File: src/rtl/shift_window.sv
// Parametrised shift register with rotate, parallel load, shadow snapshot
// and a frame counter that pulses once every WIDTH shifts.
module shift_window #(
    parameter int WIDTH = 32,
    parameter int OUT_W = 7
) (
    input  logic                         clk,
    input  logic                         rst_n,
    input  logic                         en,
    input  logic                         dir,
    input  logic                         rot,
    input  logic                         sin,
    input  logic                         load,
    input  logic [WIDTH-1:0]             din,
    input  logic                         latch,
    output logic                         sout,
    output logic [OUT_W-1:0]             win,
    output logic [WIDTH-1:0]             snap,
    output logic [$clog2(WIDTH+1)-1:0]   count,
    output logic                         frame
);

    localparam int CW = $clog2(WIDTH + 1);

    logic [WIDTH-1:0] shreg_q, shreg_d;
    logic [WIDTH-1:0] snap_q, snap_d;
    logic [CW-1:0]    count_q, count_d;
    logic             frame_q, frame_d;
    logic             b_in;

    assign sout  = dir ? shreg_q[0] : shreg_q[WIDTH-1];
    assign b_in  = rot ? sout : sin;
    assign win   = shreg_q[WIDTH-1 -: OUT_W];
    assign snap  = snap_q;
    assign count = count_q;
    assign frame = frame_q;

    always_comb begin
        shreg_d = shreg_q;
        count_d = count_q;
        frame_d = 1'b0;
        // Snapshot takes the pre-edge value, independent of load/shift.
        snap_d  = latch ? shreg_q : snap_q;

        if (load) begin
            shreg_d = din;
            count_d = '0;
        end else if (en) begin
            if (dir) begin
                shreg_d = {b_in, shreg_q[WIDTH-1:1]};
            end else begin
                shreg_d = {shreg_q[WIDTH-2:0], b_in};
            end
            if (count_q == CW'(WIDTH - 1)) begin
                count_d = '0;
                frame_d = 1'b1;
            end else begin
                count_d = count_q + CW'(1);
            end
        end
    end

    always_ff @(posedge clk or negedge rst_n) begin
        if (!rst_n) begin
            shreg_q <= '0;
            snap_q  <= '0;
            count_q <= '0;
            frame_q <= 1'b0;
        end else begin
            shreg_q <= shreg_d;
            snap_q  <= snap_d;
            count_q <= count_d;
            frame_q <= frame_d;
        end
    end

endmodule
File: config.mk
export PLATFORM = sky130hd
export DESIGN_NAME = shift_window
export DESIGN_NICKNAME = d
export VERILOG_FILES = /design/src/rtl/shift_window.sv
export SDC_FILE = /design/constraint.sdc
export NUM_CORES = 1
export LEC_CHECK = 0
export ABC_AREA = 1
export BUFFER_PORTS_ARGS = -buffer_cell sky130_fd_sc_hd__buf_2
export CAP_MARGIN = 0
export CORE_MARGIN = 2
export CORE_UTILIZATION = 48
export DETAILED_ROUTE_END_ITERATION = 8
export PLACE_DENSITY = 0.76
export SETUP_SLACK_MARGIN = 0.1
export SYNTH_ARGS = -nofsm -noshare
export SYNTH_HDL_FRONTEND = slang
export SYNTH_SLANG_ARGS = --single-unit
File: constraint.sdc
create_clock -name clk -period 0.9 [get_ports clk]
set_input_delay 0.135 -clock clk [delete_from_list [all_inputs] [get_ports clk]]
set_output_delay 0.135 -clock clk [all_outputs]
set_load 0.02 [all_outputs]
* Word-level counts from Yosys, hierarchy flattened
Cells that the tools add are included.
W data, S select, Z words.
** Word-level totals
- Register bits after elaboration :: 71
- Bits in latches :: 0
- Bits in writable memories :: 0
- Memory bits (read-only) :: 0
- Input port bits :: 40
- Output and inout port bits :: 47
- Logic and storage cells :: 18
- Memories kept :: 0
** Operators by class
- Add/subtract/negate cells :: 1
- Multipliers :: 0
- Divide/modulo/power cells :: 0
- Order comparisons :: 0
- Equality and inequality tests :: 1
- Shifts and indexed selects :: 0
- Multiplexer cells :: 11
- Bitwise gates (word level) :: 0
- Reduce and logical (&&, ||, !) cells :: 1
** Operator list (number)
- $mux W32 :: 3
- $mux W6 :: 3
- $add A6 B1 Y6 const B :: 1
- $eq A6 B5 Y1 const B :: 1
- $mux W1 :: 5
- $reduce_bool A2 Y1 :: 1

* Depth between registers and ports, before layout
- Word-level depth :: 5
- Mapped depth :: 7
- Mapped depth without buffers :: 6

* Least setup slack after synthesis
Ideal clock, no wire load.
- Kind :: flip-flop to flip-flop
- From :: register count_q[0], in the netlist count[0]
- To :: register count_q[0], in the netlist count[0]
- Setup time :: 0.121 ns
- Data arrival time :: 1.046 ns
- Required time :: 0.779 ns
- Slack :: -0.268 ns
- Stages on the path, launching flop included :: 7
- Path buffers :: 0
- Period minus slack after synthesis :: 1.168 ns
- Cells stage by stage :: dfrtp_1 -> ha_1 -> nand3_1 -> o21bai_1 -> nand2_1 -> inv_1 -> nor2_1
** On the way
- Longest elaborated chain between the ends :: 4
- Elaborated cells on any way between the ends :: 5
- Classes of those cells :: add/sub (1); eq/ne (1); mux (3)
** RTL lines
- start: declaration :: RTL line 27 : logic [CW-1:0] count_q, count_d;
- start signal: assignment :: RTL line 72 : count_q <= count_d;
- $add A6 B1 Y6 or $eq A6 B5 Y1 (tied branches) :: RTL line 58, 54
- $mux W6 (*) :: RTL line 54 : if (count_q == CW'(WIDTH - 1)) begin
- $mux W6 (*) :: RTL line 48 : end else if (en) begin
- $mux W6 (*) :: RTL line 45 : if (load) begin
Mark *: on every way between the ends. The rest lies on a longest branch, timed or not. The select of a mux whose other input is x is not followed.
A chain may end at the register's enable or synchronous reset.

* Worst setup path after layout
- From :: register shreg_q[0]
- To :: output port sout
** On the way
- Longest elaborated chain between the ends :: 1
** RTL lines
- start: declaration :: RTL line 25 : logic [WIDTH-1:0] shreg_q, shreg_d;
- start signal: assignment :: RTL line 70 : shreg_q <= shreg_d;
- $mux W1 :: RTL line 31 : assign sout = dir ? shreg_q[0] : shreg_q[WIDTH-1];
- end: declaration :: RTL line 16 : output logic sout,
No other way between the ends.

==> reports/summary.txt <==
======================================================================================================
Number of vias in the routed layout                                                               3244
CP peak stage delay                                                                             390 ps
Clock latency of the later-clocked register in the worst-skew pair                              350 ps
Crit path capture type                                                                    primary output
First-pass GRT wire length                                                                     14.7 mm
Pin count of the biggest net entering global routing                                                37
Clock root buffer                                                                             clkbuf_8
Upper clock frequency limit                                                                    769 MHz
Wire length per cell after detailed routing                                               15.9 microns
First DRT Iteration DRCs                                                                           253
Number of cells after detailed placement                                                           551
CORE AREA                                                                                   6790 sq um
Slew Limit Fails                                                                                     0
Arrival time reported for the critical path endpoint                                           1160 ps
Drt pass-1 iters                                                                                     5
Yosys warning count                                                                                  0
Startpoint kind of the worst setup timing path                                                    flop
Violations in the final reports                                                           negative setup slack
Critical-path maximum fanout                                                                         2
Post-Synthesis Cells                                                                               356
CTS H-Tree Depth                                                                                     3
Cells on worst reg2reg path                                                                          7
P&R area growth vs syn                                                                           57.2%
Post-route DRC violation count                                                                       0
Max-Cap Viols                                                                                        0
Post-Synthesis Mean Instance Area                                                           9.43 sq um
All-layer global routing usage                                                                   0.248
HPWL after DPL                                                                                 6.02 mm
Final worst setup slack                                                                        -400 ps
Final worst clock skew                                                                         8.13 ps
Final weighted congestion in routability-driven placement                                        0.899
Area of the mapped netlist                                                                  3360 sq um
Final-report hold violation count                                                                    0
Remaining global-route overflow                                                                      0
Library cells used by synthesis                                                                     26
Critical path cell sequence                                                               inv_2, nand2_2, and2_4, buf_6
Area of the die                                                                             7680 sq um
Worst hold-check path type                                                                primary input to flop
Cell count of the worst hold path                                                                    3
Leak                                                                                           2.44 nW
Buffer levels on the longest clock path                                                              2
Antenna fix cells                                                                                    0
Pin slew with the least headroom to its limit                                                   233 ps
Initial standard-cell utilization of the core                                                    0.494
Share of layout cells above drive strength 1                                                     0.571
Count of nets after finishing                                                                      549
Via count of the first global-routing pass                                                        3104
Worst vdd ir                                                                                   1.10 mV
Pwr/cell area                                                                             1680 nW/um^2
Final min period                                                                               1300 ps
Total I/O pin count                                                                                 87
Number of antenna violations at the first check in global routing                                    0
Final clock period utilization by the worst path                                                  1.44
Post-Place Cell Area                                                                        4180 sq um
Cell with the largest stage delay on the worst path                                            dfrtp_1
Final std cell area, no fill                                                                5270 sq um
Mean number of vias per cell                                                                      5.33
Clock buffers created by TritonCTS                                                                   9
Placement Rows                                                                                      30
Outcome                                                                                   finished with violations
Total nets after synthesis                                                                         397
Unrepaired setup endpoints after global routing                                                    yes
Clock transition at the register clock pins on the worst setup and hold paths after CTS          70 ps
Port buffer count                                                                                   86
Final standard cell count with taps included and fillers excluded                                  609
Final setup vio count                                                                               64
Kind of critical path                                                                     flop to primary output
Data required time at the worst endpoint                                                        760 ps
# clock sinks                                                                                       71
Number of register bits inferred by synthesis                                                       71
Worst max-slew margin expressed relative to the limit                                            0.843
Vert. Die Dim                                                                             87.6 microns
Hold Slack                                                                                     28.4 ps
Total routed wirelength                                                                        9.71 mm
Seq/Total Area, Yosys                                                                            0.529
Horizontal die dimension                                                                  87.6 microns
CTS tree                                                                                           yes
Number of nets still failing antenna checks after routing                                            0
======================================================================================================
-- cells in the final DEF (no fill, tap or decap), drive strengths merged --
| cell type | netlist | final |
|---|---|---|
| o211ai | 26 | 26 |
| o22ai | 4 | 4 |
| dlygate4sd3 | 0 | 1 |
| mux2 | 10 | 10 |
| o21ai | 29 | 29 |
| and2 | 1 | 1 |
| nand2 | 53 | 53 |
| nor2 | 42 | 42 |
| clkinvlp | 0 | 1 |
| a22o | 1 | 1 |
| clkinv | 0 | 3 |
| a22oi | 15 | 15 |
| o21bai | 2 | 2 |
| buf | 26 | 169 |
| nand3 | 6 | 6 |
| ha | 1 | 1 |
| clkbuf | 3 | 12 |
| nor3 | 1 | 1 |
| dfrtp | 71 | 71 |
| a21oi | 34 | 34 |
| inv | 31 | 31 |
-- path summary, 6_finish.rpt --
check / startpoint / end / slack [ps]
max in group asynchronous: rst_n / shreg_q[4] / 400
max: shreg_q[0] / sout / -400
min: din[23] / shreg_q[23] / 30
min reg2reg: snap[5] / snap[5] / 530
max reg2reg: count[0] / count[0] / -290
min in group asynchronous: rst_n / snap[25] / 300
-- power breakdown --
part | switching, W | internal [W] | total [W] | leakage (nW)
Clock | 0.00122 | 0.00107 | 0.00228 | 0.0861
Combinational | 0.00127 | 0.00142 | 0.00269 | 1.52
Sequential | 0.000318 | 0.00357 | 0.00389 | 0.832
Total | 0.00281 | 0.00606 | 0.00886 | 2.44
-- cell usage after synthesis --
library cell  number  share of area
nand3_1            6         0.0089
dfrtp_1           71           0.53
clkbuf_1           3         0.0034
mux2_2            10          0.034
o22ai_1            4         0.0075
a22oi_1            5          0.011
a21oi_1           34          0.051
and2_1             1         0.0019
buf_2             11          0.016
nor2_1            41          0.046
nor2_4             1         0.0034
o211ai_1          26          0.058
inv_1             27          0.030
buf_4             10          0.022
o21ai_1            8          0.012
inv_4              2         0.0037
nor3_1             1         0.0015
o21bai_1           2         0.0045
o21ai_0           21          0.031
nand2_1           52          0.058
a22oi_2           10          0.037
inv_2              2         0.0022
ha_1               1         0.0037
nand2_4            1         0.0034
a22o_1             1         0.0026
buf_6              5          0.017
-- routing by layer --
layer  GRT usage  vias to the layer above  share of wire
met5           0                        -              0
li1            -                     1510              -
met2       0.402                      153           0.50
met3      0.0424                       22          0.060
met1       0.332                     1559           0.41
met4       0.103                        0          0.026
-- per-stage QoR --
stage | utilization | worst slack (ps) | TNS, ps | total power [W]
6_report | 0.776 | -400 | -9420 | 0.00886
5_1_grt | 0.776 | -430 | -11490 | 0.00927
4_1_cts | 0.746 | -375 | -9090 | 0.00865
3_5_place_dp | 0.615 | -161 | -4060 | 0.00568
3_3_place_gp | 0.615 | -107 | -2320 | 0.00562
2_1_floorplan | - | -153 | -801 | 0.00493
-- kinds of logic (layout without fill, tap and decap cells) --
group / after synthesis / in the layout / synth area share
compound gates: 111 / 111 / 0.215
simple gates: 103 / 103 / 0.123
flops: 71 / 71 / 0.529
buf+inv: 60 / 217 / 0.0951
mux: 10 / 10 / 0.0336
fa+ha+maj: 1 / 1 / 0.00373
-- layout make-up --
class | count | area, sq um
Tap cell | 96 | 120
Fill cell | 408 | 1520
Multi-Input combinational cell | 225 | 1510
Inverter | 31 | 136
Sequential cell | 71 | 1800
Clock buffer | 12 | 145
Timing Repair Buffer | 170 | 1550
Clock inverter | 4 | 22.5
-- critical path: cells and delay by family, from the launching register on --
kind                   cells  cell delay (ps)
buffers and inverters      2              200
DFF                        1              390
and+or+nand+nor            2              230
-- registers in the layout (all words and copies together) (netlist names) --
name,cells
count,6
frame,1
snap,32
shreg_q,32
-- what timing repair did --
action	CTS	global route
setup endpoints to repair	85	107
setup buffers	36	11
hold buffers	1	0
hold endpoints to repair	71	0
gates resized for setup	152	66
pin swaps	19	31
Power figures use the tool's default switching activity.
